<file path="src/rtl/div_iter_unit.sv">
// Iterative 32-bit radix-2 restoring divider for the execute stage; result is {remainder, quotient}.
// Optional build macro DIV_ZERO_EARLY_EN: a zero divisor completes in one cycle instead of 32 steps.
module div_iter_unit (
    input  logic        clk,
    input  logic        reset,
    input  logic        div_req,
    input  logic        div_sign,
    input  logic [31:0] dividend,
    input  logic [31:0] divisor,
    input  logic        post_allowin,
    input  logic        div_cancel,
    output logic        div_stall,
    output logic        div_done,
    output logic [63:0] div_res
);

    localparam logic [1:0] S_IDLE = 2'd0;
    localparam logic [1:0] S_BUSY = 2'd1;
    localparam logic [1:0] S_DONE = 2'd2;

    logic [1:0]  r_state;
    logic [4:0]  r_cnt;
    logic [31:0] r_rem;
    logic [31:0] r_quo;
    logic [31:0] r_dvsr;
    logic        r_q_neg;
    logic        r_r_neg;
    logic [63:0] r_res;

    logic        w_dvd_neg;
    logic        w_dvs_neg;
    logic        w_dvs_zero;
    logic [31:0] w_dvd_mag;
    logic [31:0] w_dvs_mag;
    logic [32:0] w_rem_sh;
    logic [32:0] w_trial;
    logic        w_ge;
    logic [31:0] w_rem_nx;
    logic [31:0] w_quo_nx;
    logic [31:0] w_quo_fix;
    logic [31:0] w_rem_fix;

    assign w_dvd_neg  = div_sign & dividend[31];
    assign w_dvs_neg  = div_sign & divisor[31];
    assign w_dvs_zero = (divisor == 32'd0);
    assign w_dvd_mag  = w_dvd_neg ? (32'd0 - dividend) : dividend;
    assign w_dvs_mag  = w_dvs_neg ? (32'd0 - divisor) : divisor;

    // One restoring step: shift {rem, quo} left, keep the trial difference if it did not go negative.
    assign w_rem_sh  = {r_rem, r_quo[31]};
    assign w_trial   = w_rem_sh - {1'b0, r_dvsr};
    assign w_ge      = (w_rem_sh >= {1'b0, r_dvsr});
    assign w_rem_nx  = w_ge ? w_trial[31:0] : w_rem_sh[31:0];
    assign w_quo_nx  = {r_quo[30:0], w_ge};
    assign w_quo_fix = r_q_neg ? (32'd0 - w_quo_nx) : w_quo_nx;
    assign w_rem_fix = r_r_neg ? (32'd0 - w_rem_nx) : w_rem_nx;

    assign div_stall = (((r_state == S_IDLE) & div_req) | (r_state == S_BUSY)) & ~div_cancel;
    assign div_done  = (r_state == S_DONE);
    assign div_res   = r_res;

    // NOTE: sequential state uses non-blocking assignments so every register samples pre-edge values.
    always_ff @(posedge clk) begin
        if (reset) begin
            r_state <= S_IDLE;
            r_cnt   <= 5'd0;
            r_res   <= 64'd0;
            // NOTE: the working registers need no reset; they are always loaded on acceptance before use.
        end else if (div_cancel) begin
            r_state <= S_IDLE;
            r_cnt   <= 5'd0;
        end else begin
            case (r_state)
                S_IDLE: begin
                    if (div_req) begin
                        r_cnt  <= 5'd0;
                        r_rem  <= 32'd0;
                        r_dvsr <= w_dvs_mag;
                        // A zero divisor runs on the raw dividend with no sign fix: the steps then
                        // naturally leave remainder = dividend and quotient = all ones.
                        r_quo   <= w_dvs_zero ? dividend : w_dvd_mag;
                        r_q_neg <= ~w_dvs_zero & (w_dvd_neg ^ w_dvs_neg);
                        r_r_neg <= ~w_dvs_zero & w_dvd_neg;
`ifdef DIV_ZERO_EARLY_EN
                        if (w_dvs_zero) begin
                            r_res   <= {dividend, 32'hFFFF_FFFF};
                            r_state <= S_DONE;
                        end else begin
                            r_state <= S_BUSY;
                        end
`else
                        r_state <= S_BUSY;
`endif
                    end
                end
                S_BUSY: begin
                    r_rem <= w_rem_nx;
                    r_quo <= w_quo_nx;
                    r_cnt <= r_cnt + 5'd1;
                    if (r_cnt == 5'd31) begin
                        r_res   <= {w_rem_fix, w_quo_fix};
                        r_state <= S_DONE;
                    end
                end
                S_DONE: begin
                    if (post_allowin) begin
                        r_state <= S_IDLE;
                    end
                end
                default: r_state <= S_IDLE;
            endcase
        end
    end

endmodule

</file>
<file path="config.mk">
export PLATFORM = sky130hd
export DESIGN_NAME = div_iter_unit
export DESIGN_NICKNAME = d
export VERILOG_FILES = /design/src/rtl/div_iter_unit.sv
export SDC_FILE = /design/constraint.sdc
export NUM_CORES = 1
export LEC_CHECK = 0
export BUFFER_PORTS_ARGS = -buffer_cell sky130_fd_sc_hd__buf_2
export CELL_PAD_IN_SITES_DETAIL_PLACEMENT = 1
export CELL_PAD_IN_SITES_GLOBAL_PLACEMENT = 1
export CORE_ASPECT_RATIO = 1.4
export CORE_UTILIZATION = 35
export CTS_CLUSTER_SIZE = 40
export DETAILED_ROUTE_END_ITERATION = 8
export PLACE_DENSITY_LB_ADDON = 0.1
export SYNTH_ARGS = -nofsm -noshare
export SYNTH_HDL_FRONTEND = slang
export SYNTH_SLANG_ARGS = --single-unit
</file>
<file path="constraint.sdc">
create_clock -name clk -period 16 [get_ports clk]
set_input_delay 1.6 -clock clk [delete_from_list [all_inputs] [get_ports clk]]
set_output_delay 1.6 -clock clk [all_outputs]
set_load 0.005 [all_outputs]
</file>
==> run_results.csv <==
group,metric,value,unit
yosys,synth_top_family_by_area,"compound AO/OA/AOI/OAI gates",
yosys,synth_nets,1446,
layout,nNetsFinal,1543,
clock_tree,cts.path.max_buffers,2,
global_routing,grt_usage,0.234,
timing,fin_crit,6070,ps
yosys,synth_top_area_frac,0.255,
clock_tree,cts_max_level,4,
yosys,synth_area_leaders,"edfxtp_1 25%, dfxtp_1 12%, xor2_1 5.8%",
yosys,async_flop_share,0,
setup_path,startpoint_type,"flip-flop",
clock_tree,root_buffer,"clkbuf_16",
detailed_routing,dr_total_vias,10456,
timing,fin_setup_tns,0,ps
timing,setup_viol,0,
timing,skew,19.5,ps
die,fp.coreArea,32400,um^2
layout,layout.cells.non_filler,1887,
setup_path,crit_type,"flip-flop to flip-flop",
layout,layout-drive-gt1-share,0.150,
placement,io_buffers,135,
yosys,synthXorXnorAreaFrac,0.0918,
yosys,synth_edf_count,98,
die,start_util,0.356,
layout,diodes,0,
yosys,synth_ff_type,"edfxtp_1",
die,dieArea,33700,um^2
die,die_x,156,um
detailed_routing,routed_wl,38300,um
placement,hpwl,29900,um
worst_hold_path,hold_class,"flip-flop to flip-flop",
layout,syn2layout_area_growth,14.2,%
yosys,synthesis.instances,1337,
setup_path,critPathMaxFanout,44,
global_routing,grt_pass1_vias,10955,
flow_run,maxCapViolCount,0,
yosys,synth_seq_cells,169,
global_routing,overflow,0,
setup_path,cp-end-kind,"flip-flop",
clock_tree,cts_buffers,17,
yosys,synth-adder-area-share,0.0429,
clock_tree,postCtsSetupRepairBufs,0,
clock_tree,clock_sinks,169,
yosys,ys_seq_area_frac,0.378,
clock_tree,cts_hold_buf,0,
global_routing,grt_pass1_wl,59900,um
layout,layout_common_cells,"152 x nand2_1, 135 x buf_2, 129 x nor2_1, 98 x edfxtp_1, 97 x o21ai_0",
timing,tightestPinTransition,950,ps
power,p_per_area,81.5,nW/um^2
detailed_routing,drt_iter0_markers,367,
outcome,status,"completed",
layout,layout.cells.most_common,"nand2_1",
detailed_routing,drt_pass1_iterations,5,
timing,hold_violations,0,
die,die_h,217,um
detailed_routing,wire_per_inst,20.3,um
timing,period_share,0.379,
placement,place_congestion,0.877,
power,p_comb_frac,0.163,
yosys,synth-compound-area-share,0.226,
power,ir_drop,0.0633,mV
die,rows,78,
clock_tree,clock_latency,470,ps
yosys,ys.warnings.count,0,
setup_path,worst_ep_arrival_time,6460,ps
timing,finalMaxSlewViolations,0,
clock_tree,clkTransAtPathRegs,70,ps
timing,fmax,0.165,GHz
detailed_routing,viasPerCell,5.54,
global_routing,grt_max_degree,80,
power,intPower,749,uW
timing,maxSlewHeadroom,0.367,
yosys,ys_types,81,
power,clockPowerShare,0.387,
global_routing,antenna_found_initial,0,
timing,rsz0062_at_grt,"no",
yosys,synth_area_leader_cell,"edfxtp_1",
clock_tree,cts.repair.resized,0,
power,p_leak,0.00489,uW
setup_path,crit_required,16380,ps
yosys,yosys.area_share.simple,0.206,
detailed_routing,drc,0,
power,switchingPower,325,uW
power,p_sw_frac,0.303,
yosys,synth.area.mux_share,0.0158,
detailed_routing,ant_nets,0,
power,seq_power_share,0.450,
clock_tree,cts_tree,"done",
die,io_pins,136,
yosys,syn_area,11500,um^2
placement,dp.cells,1855,
yosys,postSynthAreaPerCell,8.64,um^2
[per-layer routing]
metal / routed length [um] / vias up / track usage
li1: - / 5113 / -
met1: 14100 / 5094 / 0.232
met2: 21400 / 174 / 0.460
met3: 862 / 75 / 0.0333
met4: 1870 / 0 / 0.123
met5: 0 / - / 0
[stage by stage]
| stage | area (um^2) | utilization | hold slack, ps | setup slack, ps | total power (uW) |
|---|---|---|---|---|---|
| 6_report | 13200 | 0.407 | 453 | 9930 | 1070 |
| 5_1_grt | 13200 | 0.407 | 473 | 9440 | 1120 |
| 4_1_cts | 13200 | 0.407 | 460 | 9940 | 1090 |
| 3_5_place_dp | 12600 | 0.389 | 450 | 9990 | 670 |
| 3_3_place_gp | 12600 | 0.389 | 441 | 10100 | 667 |
| 2_1_floorplan | 11500 | - | 448 | 10740 | 605 |
[worst max-delay path: stages, from the launching register on]
cell       delay [ps]
edfxtp_1          450
ha_1              510
nand2_1           200
nor4_1            540
nor4bb_1          550
a211oi_2          200
nand2_2           130
buf_4             480
nand2_1           110
o21ai_0           200
ha_1              390
nand2_1           100
nor4_1            410
nand4_1           410
a2111oi_4         540
nand2_2           150
or4_1             430
a31oi_1           170
[worst paths after layout]
check	slack (ps)	start	cells past startpoint	end
worst max register to register	9930	r_rem[17]	17	div_res[58]
worst min register to register	450	div_res[47]	2	div_res[47]
worst min-delay path	450	div_res[47]	2	div_res[47]
worst max-delay path	9930	r_rem[17]	17	div_res[58]
[power groups by stage]
stage | clock [uW] | combinational, uW | sequential [uW]
after CTS | 427 | 178 | 483
final | 416 | 175 | 483
after global routing | 440 | 193 | 484
after global placement | 0 | 175 | 492
after detailed placement | 0 | 177 | 493
after floorplan | 0 | 116 | 489
[synthesized netlist by cell type, types with 31 or more instances]
master / count
a211oi_1: 44
a21oi_1: 87
clkbuf_1: 51
dfxtp_1: 71
edfxtp_1: 98
ha_1: 38
inv_1: 47
nand2_1: 152
nor2_1: 131
nor3_1: 31
o21ai_0: 97
xnor2_1: 45
xor2_1: 76
[registers in the layout, summed over array words and instances, names as in the netlist]
signal and count:
r_cnt 5, r_q_neg 1, r_dvsr 32, div_res 64, r_quo 32, r_state 2, r_rem 32, r_r_neg 1
[kinds of logic after synthesis]
logic type,Yosys count
AO/OA/AOI/OAI,385
flip-flops,169
XOR/XNOR,121
multiplexers,18
adder cells (fa/ha/maj),39
AND/OR/NAND/NOR,488
buffers and inverters,117
[area by class of cell]
| class | count | area [um^2] |
|---|---|---|
| Inverter | 49 | 184 |
| Timing Repair Buffer | 146 | 758 |
| Sequential cell | 169 | 4360 |
| Fill cell | 3898 | 19200 |
| Clock inverter | 14 | 125 |
| Multi-Input combinational cell | 1051 | 6750 |
| Clock buffer | 18 | 450 |
| Tap cell | 440 | 551 |
(Power assumes the default switching activity.)
